<file path="src/rtl/data_mem_arb_pkg.sv">
// Shared types and helpers for the data-memory arbiter: FSM states, width
// helpers and the round-robin pick function used by the picker sub-module.
package data_mem_arb_pkg;

    typedef enum logic [0:0] {
        ARB    = 1'b0,
        LOCKED = 1'b1
    } arb_state_e;

    localparam int unsigned MAX_PORTS = 4;

    function automatic int unsigned be_width(input int unsigned data_width);
        return data_width / 8;
    endfunction

    function automatic int unsigned mem_addr_width(input int unsigned ram_size);
        return $clog2(ram_size);
    endfunction

    // Walks ports in priority order rr_ptr, rr_ptr+1, ... (mod num_ports) and
    // returns the first requester as a one-hot vector.
    function automatic logic [MAX_PORTS-1:0] rr_pick(
        input logic [MAX_PORTS-1:0] req,
        input logic [1:0]           rr_ptr,
        input int unsigned          num_ports
    );
        logic [MAX_PORTS-1:0] gnt;
        logic                 found;
        int unsigned          idx;
        gnt   = '0;
        found = 1'b0;
        for (int unsigned i = 0; i < MAX_PORTS; i++) begin
            idx = rr_ptr;
            idx = (idx + i) % num_ports;
            if (i < num_ports && !found && req[idx[1:0]]) begin
                gnt[idx[1:0]] = 1'b1;
                found         = 1'b1;
            end
        end
        return gnt;
    endfunction

endpackage

</file>
<file path="src/rtl/data_mem_rr_pick.sv">
// Combinational round-robin picker: one-hot grant of the first requester at
// or after rr_ptr, wrapping modulo NUM_PORTS.
module data_mem_rr_pick
    import data_mem_arb_pkg::*;
#(
    parameter  int unsigned NUM_PORTS = 2,
    localparam int unsigned PTR_W     = $clog2(NUM_PORTS)
) (
    input  logic [NUM_PORTS-1:0] req,
    input  logic [PTR_W-1:0]     rr_ptr,
    output logic [NUM_PORTS-1:0] gnt
);

    assign gnt = NUM_PORTS'(rr_pick(MAX_PORTS'(req), 2'(rr_ptr), NUM_PORTS));

endmodule

</file>
<file path="src/rtl/data_mem_arbiter.sv">
// Round-robin arbiter sharing the single-port data RAM between requesters,
// with a bounded lock for atomic sequences and out-of-range rejection.
module data_mem_arbiter
    import data_mem_arb_pkg::*;
#(
    parameter  int unsigned NUM_PORTS      = 2,
    parameter  int unsigned ADDR_WIDTH     = 32,
    parameter  int unsigned DATA_WIDTH     = 32,
    parameter  int unsigned RAM_SIZE       = 65536,
    parameter  int unsigned MAX_LOCK       = 4,
    localparam int unsigned BE_WIDTH       = be_width(DATA_WIDTH),
    localparam int unsigned MEM_ADDR_WIDTH = mem_addr_width(RAM_SIZE)
) (
    input  logic                            clk,
    input  logic                            rst_n,
    input  logic [NUM_PORTS-1:0]            req_i,
    input  logic [NUM_PORTS-1:0]            lock_i,
    input  logic [NUM_PORTS-1:0]            we_i,
    input  logic [NUM_PORTS*ADDR_WIDTH-1:0] addr_i,
    input  logic [NUM_PORTS*BE_WIDTH-1:0]   be_i,
    input  logic [NUM_PORTS*DATA_WIDTH-1:0] wdata_i,
    output logic [NUM_PORTS-1:0]            gnt_o,
    output logic [NUM_PORTS-1:0]            rvalid_o,
    output logic [DATA_WIDTH-1:0]           rdata_o,
    output logic                            err_o,
    output logic                            mem_en_o,
    output logic                            mem_we_o,
    output logic [MEM_ADDR_WIDTH-1:0]       mem_addr_o,
    output logic [BE_WIDTH-1:0]             mem_be_o,
    output logic [DATA_WIDTH-1:0]           mem_wdata_o,
    input  logic [DATA_WIDTH-1:0]           mem_rdata_i
);

    localparam int unsigned PTR_W = $clog2(NUM_PORTS);
    localparam int unsigned CNT_W = $clog2(MAX_LOCK + 1);

    logic [ADDR_WIDTH-1:0] addr_arr  [NUM_PORTS];
    logic [BE_WIDTH-1:0]   be_arr    [NUM_PORTS];
    logic [DATA_WIDTH-1:0] wdata_arr [NUM_PORTS];
    logic [NUM_PORTS-1:0]  in_range;

    generate
        for (genvar gi = 0; gi < NUM_PORTS; gi++) begin : g_port
            assign addr_arr[gi]  = addr_i[gi*ADDR_WIDTH +: ADDR_WIDTH];
            assign be_arr[gi]    = be_i[gi*BE_WIDTH +: BE_WIDTH];
            assign wdata_arr[gi] = wdata_i[gi*DATA_WIDTH +: DATA_WIDTH];
            assign in_range[gi]  = (addr_arr[gi] >> MEM_ADDR_WIDTH) == '0;
        end
    endgenerate

    arb_state_e           state_reg, state_next;
    logic [PTR_W-1:0]     rr_ptr_reg, rr_ptr_next;
    logic [PTR_W-1:0]     lock_owner_reg, lock_owner_next;
    logic [CNT_W-1:0]     lock_cnt_reg, lock_cnt_next;
    logic [NUM_PORTS-1:0] resp_port_reg;
    logic                 resp_err_reg;

    logic [NUM_PORTS-1:0] pick_gnt;
    logic [PTR_W-1:0]     pick_idx;
    logic [NUM_PORTS-1:0] gnt;

    data_mem_rr_pick #(
        .NUM_PORTS (NUM_PORTS)
    ) u_rr_pick (
        .req    (req_i),
        .rr_ptr (rr_ptr_reg),
        .gnt    (pick_gnt)
    );

    function automatic logic [PTR_W-1:0] next_port(input logic [PTR_W-1:0] p);
        return (32'(p) == NUM_PORTS - 1) ? '0 : p + PTR_W'(1);
    endfunction

    always_comb begin
        pick_idx = '0;
        for (int k = 0; k < NUM_PORTS; k++) begin
            if (pick_gnt[k]) pick_idx = PTR_W'(k);
        end
    end

    always_comb begin
        state_next      = state_reg;
        rr_ptr_next     = rr_ptr_reg;
        lock_owner_next = lock_owner_reg;
        lock_cnt_next   = lock_cnt_reg;
        gnt             = '0;
        unique case (state_reg)
            ARB: begin
                if (|pick_gnt) begin
                    gnt         = pick_gnt;
                    rr_ptr_next = next_port(pick_idx);
                    if (lock_i[pick_idx] && MAX_LOCK > 1) begin
                        state_next      = LOCKED;
                        lock_owner_next = pick_idx;
                        lock_cnt_next   = CNT_W'(1);
                    end
                end
            end
            LOCKED: begin
                // Non-owners stay blocked even while the owner is idle; every
                // exit hands priority to the port after the owner.
                if (req_i[lock_owner_reg]) begin
                    gnt[lock_owner_reg] = 1'b1;
                    if (!lock_i[lock_owner_reg] || (32'(lock_cnt_reg) + 1 >= MAX_LOCK)) begin
                        state_next    = ARB;
                        rr_ptr_next   = next_port(lock_owner_reg);
                        lock_cnt_next = '0;
                    end else begin
                        lock_cnt_next = lock_cnt_reg + CNT_W'(1);
                    end
                end else begin
                    state_next    = ARB;
                    rr_ptr_next   = next_port(lock_owner_reg);
                    lock_cnt_next = '0;
                end
            end
            default: state_next = ARB;
        endcase
        if (!rst_n) gnt = '0;
    end

    assign gnt_o = gnt;

    always_comb begin
        mem_en_o    = 1'b0;
        mem_we_o    = 1'b0;
        mem_addr_o  = '0;
        mem_be_o    = '0;
        mem_wdata_o = '0;
        for (int k = 0; k < NUM_PORTS; k++) begin
            if (gnt[k]) begin
                mem_en_o    = in_range[k];
                mem_we_o    = we_i[k] & in_range[k];
                mem_addr_o  = addr_arr[k][MEM_ADDR_WIDTH-1:0];
                mem_be_o    = be_arr[k];
                mem_wdata_o = wdata_arr[k];
            end
        end
    end

    always_ff @(posedge clk) begin
        if (!rst_n) begin
            state_reg      <= ARB;
            rr_ptr_reg     <= '0;
            lock_owner_reg <= '0;
            lock_cnt_reg   <= '0;
            resp_port_reg  <= '0;
            resp_err_reg   <= 1'b0;
        end else begin
            state_reg      <= state_next;
            rr_ptr_reg     <= rr_ptr_next;
            lock_owner_reg <= lock_owner_next;
            lock_cnt_reg   <= lock_cnt_next;
            resp_port_reg  <= gnt;
            resp_err_reg   <= |(gnt & ~in_range);
        end
    end

    // Gated by rst_n so a response pending when reset arrives is never seen.
    assign rvalid_o = rst_n ? resp_port_reg : '0;
    assign err_o    = rst_n & resp_err_reg;
    assign rdata_o  = resp_err_reg ? '0 : mem_rdata_i;

endmodule

</file>
<file path="config.mk">
export PLATFORM = sky130hd
export DESIGN_NAME = data_mem_arbiter
export DESIGN_NICKNAME = d
export VERILOG_FILES = /design/src/rtl/data_mem_arb_pkg.sv /design/src/rtl/data_mem_rr_pick.sv /design/src/rtl/data_mem_arbiter.sv
export SDC_FILE = /design/constraint.sdc
export NUM_CORES = 1
export LEC_CHECK = 0
export CAP_MARGIN = 20
export CORE_AREA = 2 2 103 105
export DETAILED_ROUTE_END_ITERATION = 6
export DIE_AREA = 0 0 105 107
export DONT_BUFFER_PORTS = 1
export PLACE_DENSITY = 0.3
export SLEW_MARGIN = 20
export SYNTH_ARGS = -nofsm -noshare
export SYNTH_HDL_FRONTEND = slang
export SYNTH_SLANG_ARGS = --single-unit
export TNS_END_PERCENT = 50
</file>
<file path="constraint.sdc">
create_clock -name clk -period 1.5 [get_ports clk]
set_input_delay 0.3 -clock clk [delete_from_list [all_inputs] [get_ports clk]]
set_output_delay 0.3 -clock clk [all_outputs]
set_load 0.01 [all_outputs]
</file>
==> metrics.cfg, run 1 <==
[floorplanning]
die-area_um2 = 11200
die_y_um = 107
initial_utilization_pct = 14.0
row_count = 37
die_w_um = 105
core_um2 = 10100
ios = 267

[cts]
clockBufferDepth = 2
cts_hold_buf = 0
cts_buffers = 3
cts_tree = built
clock_sinks = 9
htreeDepth = 1
root_buffer = clkbuf_8
clkLatencyLatePin_ns = 0.23
clk_pin_slew_ns = 0.05

[critical_path]
crit_arrival_ns = 1.50
crit_family = compound AO/OA/AOI/OAI gates
cp-endpoint = mem_wdata_o[8]
crit_buf_inv = 2
cpPeakStageDelay_ns = 0.31
rrSetupSlack_ns = 0.03
worstPathCellList = nand2b_4, o2111ai_4, inv_4, buf_12, a22o_2
path_depth = 5
start_kind = flop
endpoint_kind = output pin
worstPathMaxFanout = 38
cp_slowest_cell = dfxtp_2
startpoint = rr_ptr_reg$_SDFFE_PN0P_
r2r-end = lock_cnt_reg[0]$_SDFFE_PN0P_
required_ns = 1.20
r2r-start = lock_cnt_reg[0]$_SDFFE_PN0P_
reg2regPathDepth = 5
crit_type = reg2out

[finish]
fin_util_pct = 19.9
largest_register_ffs = 3
nets = 358
area_growth_pct = 42.2
layout.cells.non_filler = 317
fin_area_um2 = 2010
drive_gt1_share_pct = 49.4

[route]
routed_wirelength_um = 7320
avgRoutedWirePerCell_um = 23.1
drt-vias-per-instance = 4.98
drt_iter0_drc = 101
num_vias = 1579
final_antenna_net_count = 0
drt_pass1_iterations = 4
drcViolationCount = 0

[power]
cellPowerDensity_nw_per_um2 = 609
ir_drop_uv = 218
leakage_nw = 0.809

[sta]
holdWs_ns = 0.195
max_freq_mhz = 556
relSlewSlack_pct = 74.4
hold_viol_final = 0
fin_ws_ns = -0.299
setup_viol = 56
layout_min_cycle_time_ns = 1.80
rsz0062_at_grt = true
worstMarginPinSlew_ns = 0.380
fin_skew_ns = 0.00310
slew_viol_final = 0
timing.final.crit_share_pct = 120

[yosys]
synth_common_cells = a22o_2, nor2b_1, a22o_1, buf_6, dfxtp_1
synth_area_leaders = a22o_2, nor2b_1, a22o_1
synthCells = 170
synth_fp_nets = 347
netlist_area_um2 = 1410
ys_warn_count = 0
synth_most_common_cell = a22o_2
yosysUniqueCellTypes = 34
yosys_register_bits = 9
yosysTopAreaCell = a22o_2
ys_seq_area_share_pct = 12.8
avgSynthCellArea_um2 = 8.29
ys.flop_type = dfxtp_1
synth_top_area_share_pct = 23.4
synth_edf_count = 0
ys_async_sr_fraction_pct = 0

[global_route]
overflow = 0
grt.busiest_layer = met2
grt_usage_pct = 10.9
grt_pass1_vias = 1391
grt_max_degree = 39
grt_pass1_wl_um = 8950
antenna_found_initial = 1
grt_util_met3_pct = 3.65
use_met1_pct = 13.6
met2_usage_pct = 18.7

[status]
run_status = finished, violations left
violations = negative setup slack

[place]
dp_hpwl_um = 5750
pre_cts_slack_ns = -0.260
dp.cells = 308
placed_area_um2 = 1600
port_buffers = 0
place_congestion = 0.749

[hold_path]
min_path_cells = 2
holdCritPathClass = in2reg

[run]
max_cap_violations = 0

-- through the flow --
step                total power, mW  TNS (ns)
finish                         1.22    -15.33
floorplan                     0.738    -0.337
detailed placement            0.816     -6.45
global placement              0.820     -5.62
CTS                            1.21    -15.45
global route                   1.29    -18.30
-- power breakdown --
part	total [mW]	internal [mW]	switching, mW
clock	0.285	0.186	0.0993
combinational	0.659	0.311	0.348
sequential	0.278	0.259	0.0190
total	1.22	0.755	0.466
-- how the worst min path moves through the flow --
stage | start | to | slack [ns]
detailed placement | rst_n | lock_cnt_reg[2]$_SDFFE_PN0P_ | 0.43
global placement | rst_n | lock_cnt_reg[2]$_SDFFE_PN0P_ | 0.43
CTS | rst_n | lock_cnt_reg[2]$_SDFFE_PN0P_ | 0.19
global route | rst_n | lock_cnt_reg[2]$_SDFFE_PN0P_ | 0.19
finish | rst_n | lock_cnt_reg[2]$_SDFFE_PN0P_ | 0.19
floorplan | lock_cnt_reg[2]$_SDFFE_PN0P_ | lock_cnt_reg[2]$_SDFFE_PN0P_ | 0.42
-- cells by family (layout without fill, tap and decap cells) --
| group | Yosys count | after routing | share of synthesized area, % |
|---|---|---|---|
| AND/OR/NAND/NOR | 68 | 68 | 28.0 |
| multiplexers | 1 | 1 | 0.710 |
| AO/OA/AOI/OAI | 69 | 69 | 45.2 |
| adder cells (fa/ha/maj) | 1 | 1 | 0.887 |
| other | 0 | 1 | 0 |
| flip-flops | 9 | 9 | 12.8 |
| buffers and inverters | 22 | 32 | 12.4 |
-- final cells by class --
class / instances / area, um^2
clock buffer: 4 / 45.0
multi-input combinational: 139 / 1310
tap: 136 / 170
sequential: 9 / 185
inverter: 6 / 27.5
fill: 1092 / 8090
antenna: 1 / 2.50
timing repair buffer: 22 / 264
-- routing by layer --
layer	part of all wire [%]	vias to the layer above	wire [um]
met2	49	165	3620
met4	0.38	0	28
met1	39	736	2880
met3	11	4	792
li1	-	674	-
met5	0	-	0
-- layout by cell type (no fill, tap or decap), drive strengths merged, types with 2 or more instances in the layout --
| cell type | n |
|---|---|
| a22o | 54 |
| nor2b | 32 |
| buf | 20 |
| dfxtp | 9 |
| nand2 | 8 |
| nor4 | 8 |
| inv | 6 |
| and2 | 5 |
| clkbuf | 5 |
| o21ai | 4 |
| nor2 | 3 |
| nand2b | 3 |
| nand3 | 3 |
| nand4 | 2 |
| nor3 | 2 |
-- timing repair --
item                                    CTS  global route
pin swaps                                 1             4
endpoints found under the setup margin   56            71
gates resized for setup                  30            11
cloned                                    2             1
buffers inserted                          2             0
-- worst reg2reg max path, delay by kind of cell, from the launching register on --
kind / cells / cell delay (ns)
AO/OA/AOI/OAI: 2 / 0.36
adder cells (fa/ha/maj): 1 / 0.22
flip-flops: 1 / 0.33
AND/OR/NAND/NOR: 2 / 0.46
No activity file was read; power rests on OpenSTA's default activity.
==> run 2, diff against run 1 <==
--- a/config.mk
+++ b/config.mk
@@ -11,6 +11,7 @@
 export DIE_AREA = 0 0 105 107
 export DONT_BUFFER_PORTS = 1
 export PLACE_DENSITY = 0.3
+export REMOVE_ABC_BUFFERS = 1
 export SLEW_MARGIN = 20
 export SYNTH_ARGS = -nofsm -noshare
 export SYNTH_HDL_FRONTEND = slang
==> metrics.cfg, run 2 (synthesis gave the netlist of run 1 again) <==
[finish]
drive_gt1_share_pct = 45.2  ; was 49.4%
final_cell_mix = nor2b_1, a22o_2, a22o_4, buf_4  ; was nor2b_1, a22o_4, a22o_2, buf_4, nand2_1
largest_register_ffs = 3  ; unchanged
fin_util_pct = 19.3  ; was 19.9%
layout.cells.non_filler = 313  ; was 317
fill_cells = 1113  ; was 1092
antennaDiodeCount = 0  ; was 1
final_common_cell = nor2b_1  ; unchanged
area_growth_pct = 38.1  ; was 42.2%
nets = 355  ; was 358

[route]
drt-vias-per-instance = 4.83  ; was 4.98
routed_wirelength_um = 7090  ; was 7320 um
drt_pass1_iterations = 4  ; unchanged
avgRoutedWirePerCell_um = 22.6  ; was 23.1 um
drt_iter0_drc = 53  ; was 101
final_antenna_net_count = 0  ; unchanged
drcViolationCount = 0  ; unchanged
num_vias = 1513  ; was 1579

[cts]
root_buffer = clkbuf_8  ; unchanged
clkLatencyLatePin_ns = 0.23  ; about the same
cts_hold_buf = 0  ; unchanged
cts_tree = built  ; unchanged
clk_pin_slew_ns = 0.05  ; about the same
htreeDepth = 1  ; unchanged
cts_buffers = 3  ; unchanged
clock_sinks = 9  ; unchanged
clockBufferDepth = 2  ; unchanged

[critical_path]
worstPathMaxFanout = 27  ; was 38
crit_arrival_ns = 1.53  ; was 1.50 ns
crit_type = reg2out  ; unchanged
required_ns = 1.20  ; about the same
startpoint = rr_ptr_reg$_SDFFE_PN0P_  ; unchanged
start_kind = flop  ; unchanged
endpoint_kind = output pin  ; unchanged
r2r-start = lock_cnt_reg[0]$_SDFFE_PN0P_  ; unchanged
rrSetupSlack_ns = 0.07  ; was 0.03 ns

[sta]
worstMarginPinSlew_ns = 0.373  ; was 0.380 ns
fin_ws_ns = -0.330  ; was -0.299 ns
max_freq_mhz = 546  ; was 556 MHz
slew_viol_final = 0  ; unchanged
setup_viol = 56  ; unchanged
rsz0062_at_grt = true  ; unchanged
setup_tns_ns = -15.88  ; was -15.33 ns
layout_min_cycle_time_ns = 1.83  ; was 1.80 ns
fin_skew_ns = 0.00193  ; was 0.00310 ns
hold_viol_final = 0  ; unchanged
holdWs_ns = 0.194  ; was 0.195 ns
relSlewSlack_pct = 74.9  ; was 74.4%
timing.final.crit_share_pct = 122  ; was 120%

[global_route]
grt_pass1_wl_um = 8970  ; was 8950 um
antenna_found_initial = 1  ; unchanged
grt_max_degree = 34  ; was 39
grt_pass1_vias = 1414  ; was 1391
grt_usage_pct = 11.0  ; was 10.9%
overflow = 0  ; unchanged

[place]
port_buffers = 0  ; unchanged
pre_cts_slack_ns = -0.213  ; was -0.260 ns
dp_hpwl_um = 5460  ; was 5750 um
place_congestion = 0.784  ; was 0.749
dp.cells = 304  ; was 308

[power]
leakage_nw = 0.782  ; was 0.809 nW
ir_drop_uv = 239  ; was 218 uV
cellPowerDensity_nw_per_um2 = 629  ; was 609 nW/um^2

[floorplanning]
die_w_um = 105  ; unchanged
die_y_um = 107  ; unchanged
ios = 267  ; unchanged
row_count = 37  ; unchanged
initial_utilization_pct = 14.0  ; unchanged
die-area_um2 = 11200  ; unchanged
core_um2 = 10100  ; unchanged

[hold_path]
hold_start = rst_n  ; unchanged
holdCritPathClass = in2reg  ; unchanged

[status]
violations = negative setup slack  ; unchanged
run_status = finished, violations left  ; unchanged

[run]
max_cap_violations = 0  ; unchanged

[run 2: changes by cell type in the layout (fill, tap and decap cells not counted), moves of 2 or more]
cell,previous run,this run
nor4_1,4,8
nor4_2,4,0
a22o_4,26,23
a22o_1,3,5
buf_4,14,12
buf_6,3,1
inv_16,0,2
inv_4,2,0
[run 2: timing repair]
action | in CTS | in global routing
hold endpoints to repair | 0 | 0
buffers inserted | 2 | 0
cloned | 3 | 0
resized for setup | 38 | 4
endpoints found under the setup margin | 56 | 57
pin swaps | 18 | 1
[run 2: per-layer routing]
metal / up-vias / share of wire [%] / track usage, %
li1: 671 / - / -
met1: 704 / 39 / 13.8
met2: 132 / 51 / 18.5
met3: 4 / 9.4 / 3.53
met4: 2 / 0.42 / 2.29
met5: - / 0.23 / 0
[run 2: critical path: stages, from the launching register on]
cell       delay (ns)
dfxtp_1          0.31
nand2b_4         0.15
o2111ai_4        0.25
bufinv_16        0.25
a22o_2           0.32
[run 2: report_power, final]
part           total (mW)  internal, mW  switching, mW
clock               0.288         0.186          0.102
sequential          0.273         0.259         0.0142
combinational       0.663         0.298          0.364
[run 2: stage by stage]
stage               total power, mW  area (um^2)
finish                         1.22         1950
global route                   1.30         1950
floorplan                     0.677         1260
CTS                            1.23         1920
global placement              0.819         1560
detailed placement            0.814         1560
[run 2: path summary, 6_finish.rpt]
path,endpoint,depth (start not counted)
setup / recovery,mem_addr_o[15],4
setup reg to reg,lock_cnt_reg[0]$_SDFFE_PN0P_,5
hold reg to reg,lock_cnt_reg[2]$_SDFFE_PN0P_,2
hold / removal,lock_cnt_reg[2]$_SDFFE_PN0P_,2
[run 2: layout make-up]
class / instances / area [um^2] / share of cell area, %
inverter: 6 / 53.8 / 2.76
sequential: 9 / 181 / 9.32
clock buffer: 4 / 45.0 / 2.31
timing repair inverter: 2 / 40.0 / 2.06
timing repair buffer: 17 / 189 / 9.70
tap: 136 / 170 / 8.74
multi-input combinational: 139 / 1270 / 65.1
==> run 3, diff against run 2 <==
--- a/config.mk
+++ b/config.mk
@@ -5,7 +5,6 @@
 export SDC_FILE = /design/constraint.sdc
 export NUM_CORES = 1
 export LEC_CHECK = 0
-export CAP_MARGIN = 20
 export CORE_AREA = 2 2 103 105
 export DETAILED_ROUTE_END_ITERATION = 6
 export DIE_AREA = 0 0 105 107
==> results of run 3 <==
No change in the layout: final DEF, timing and power equal those of run 2.
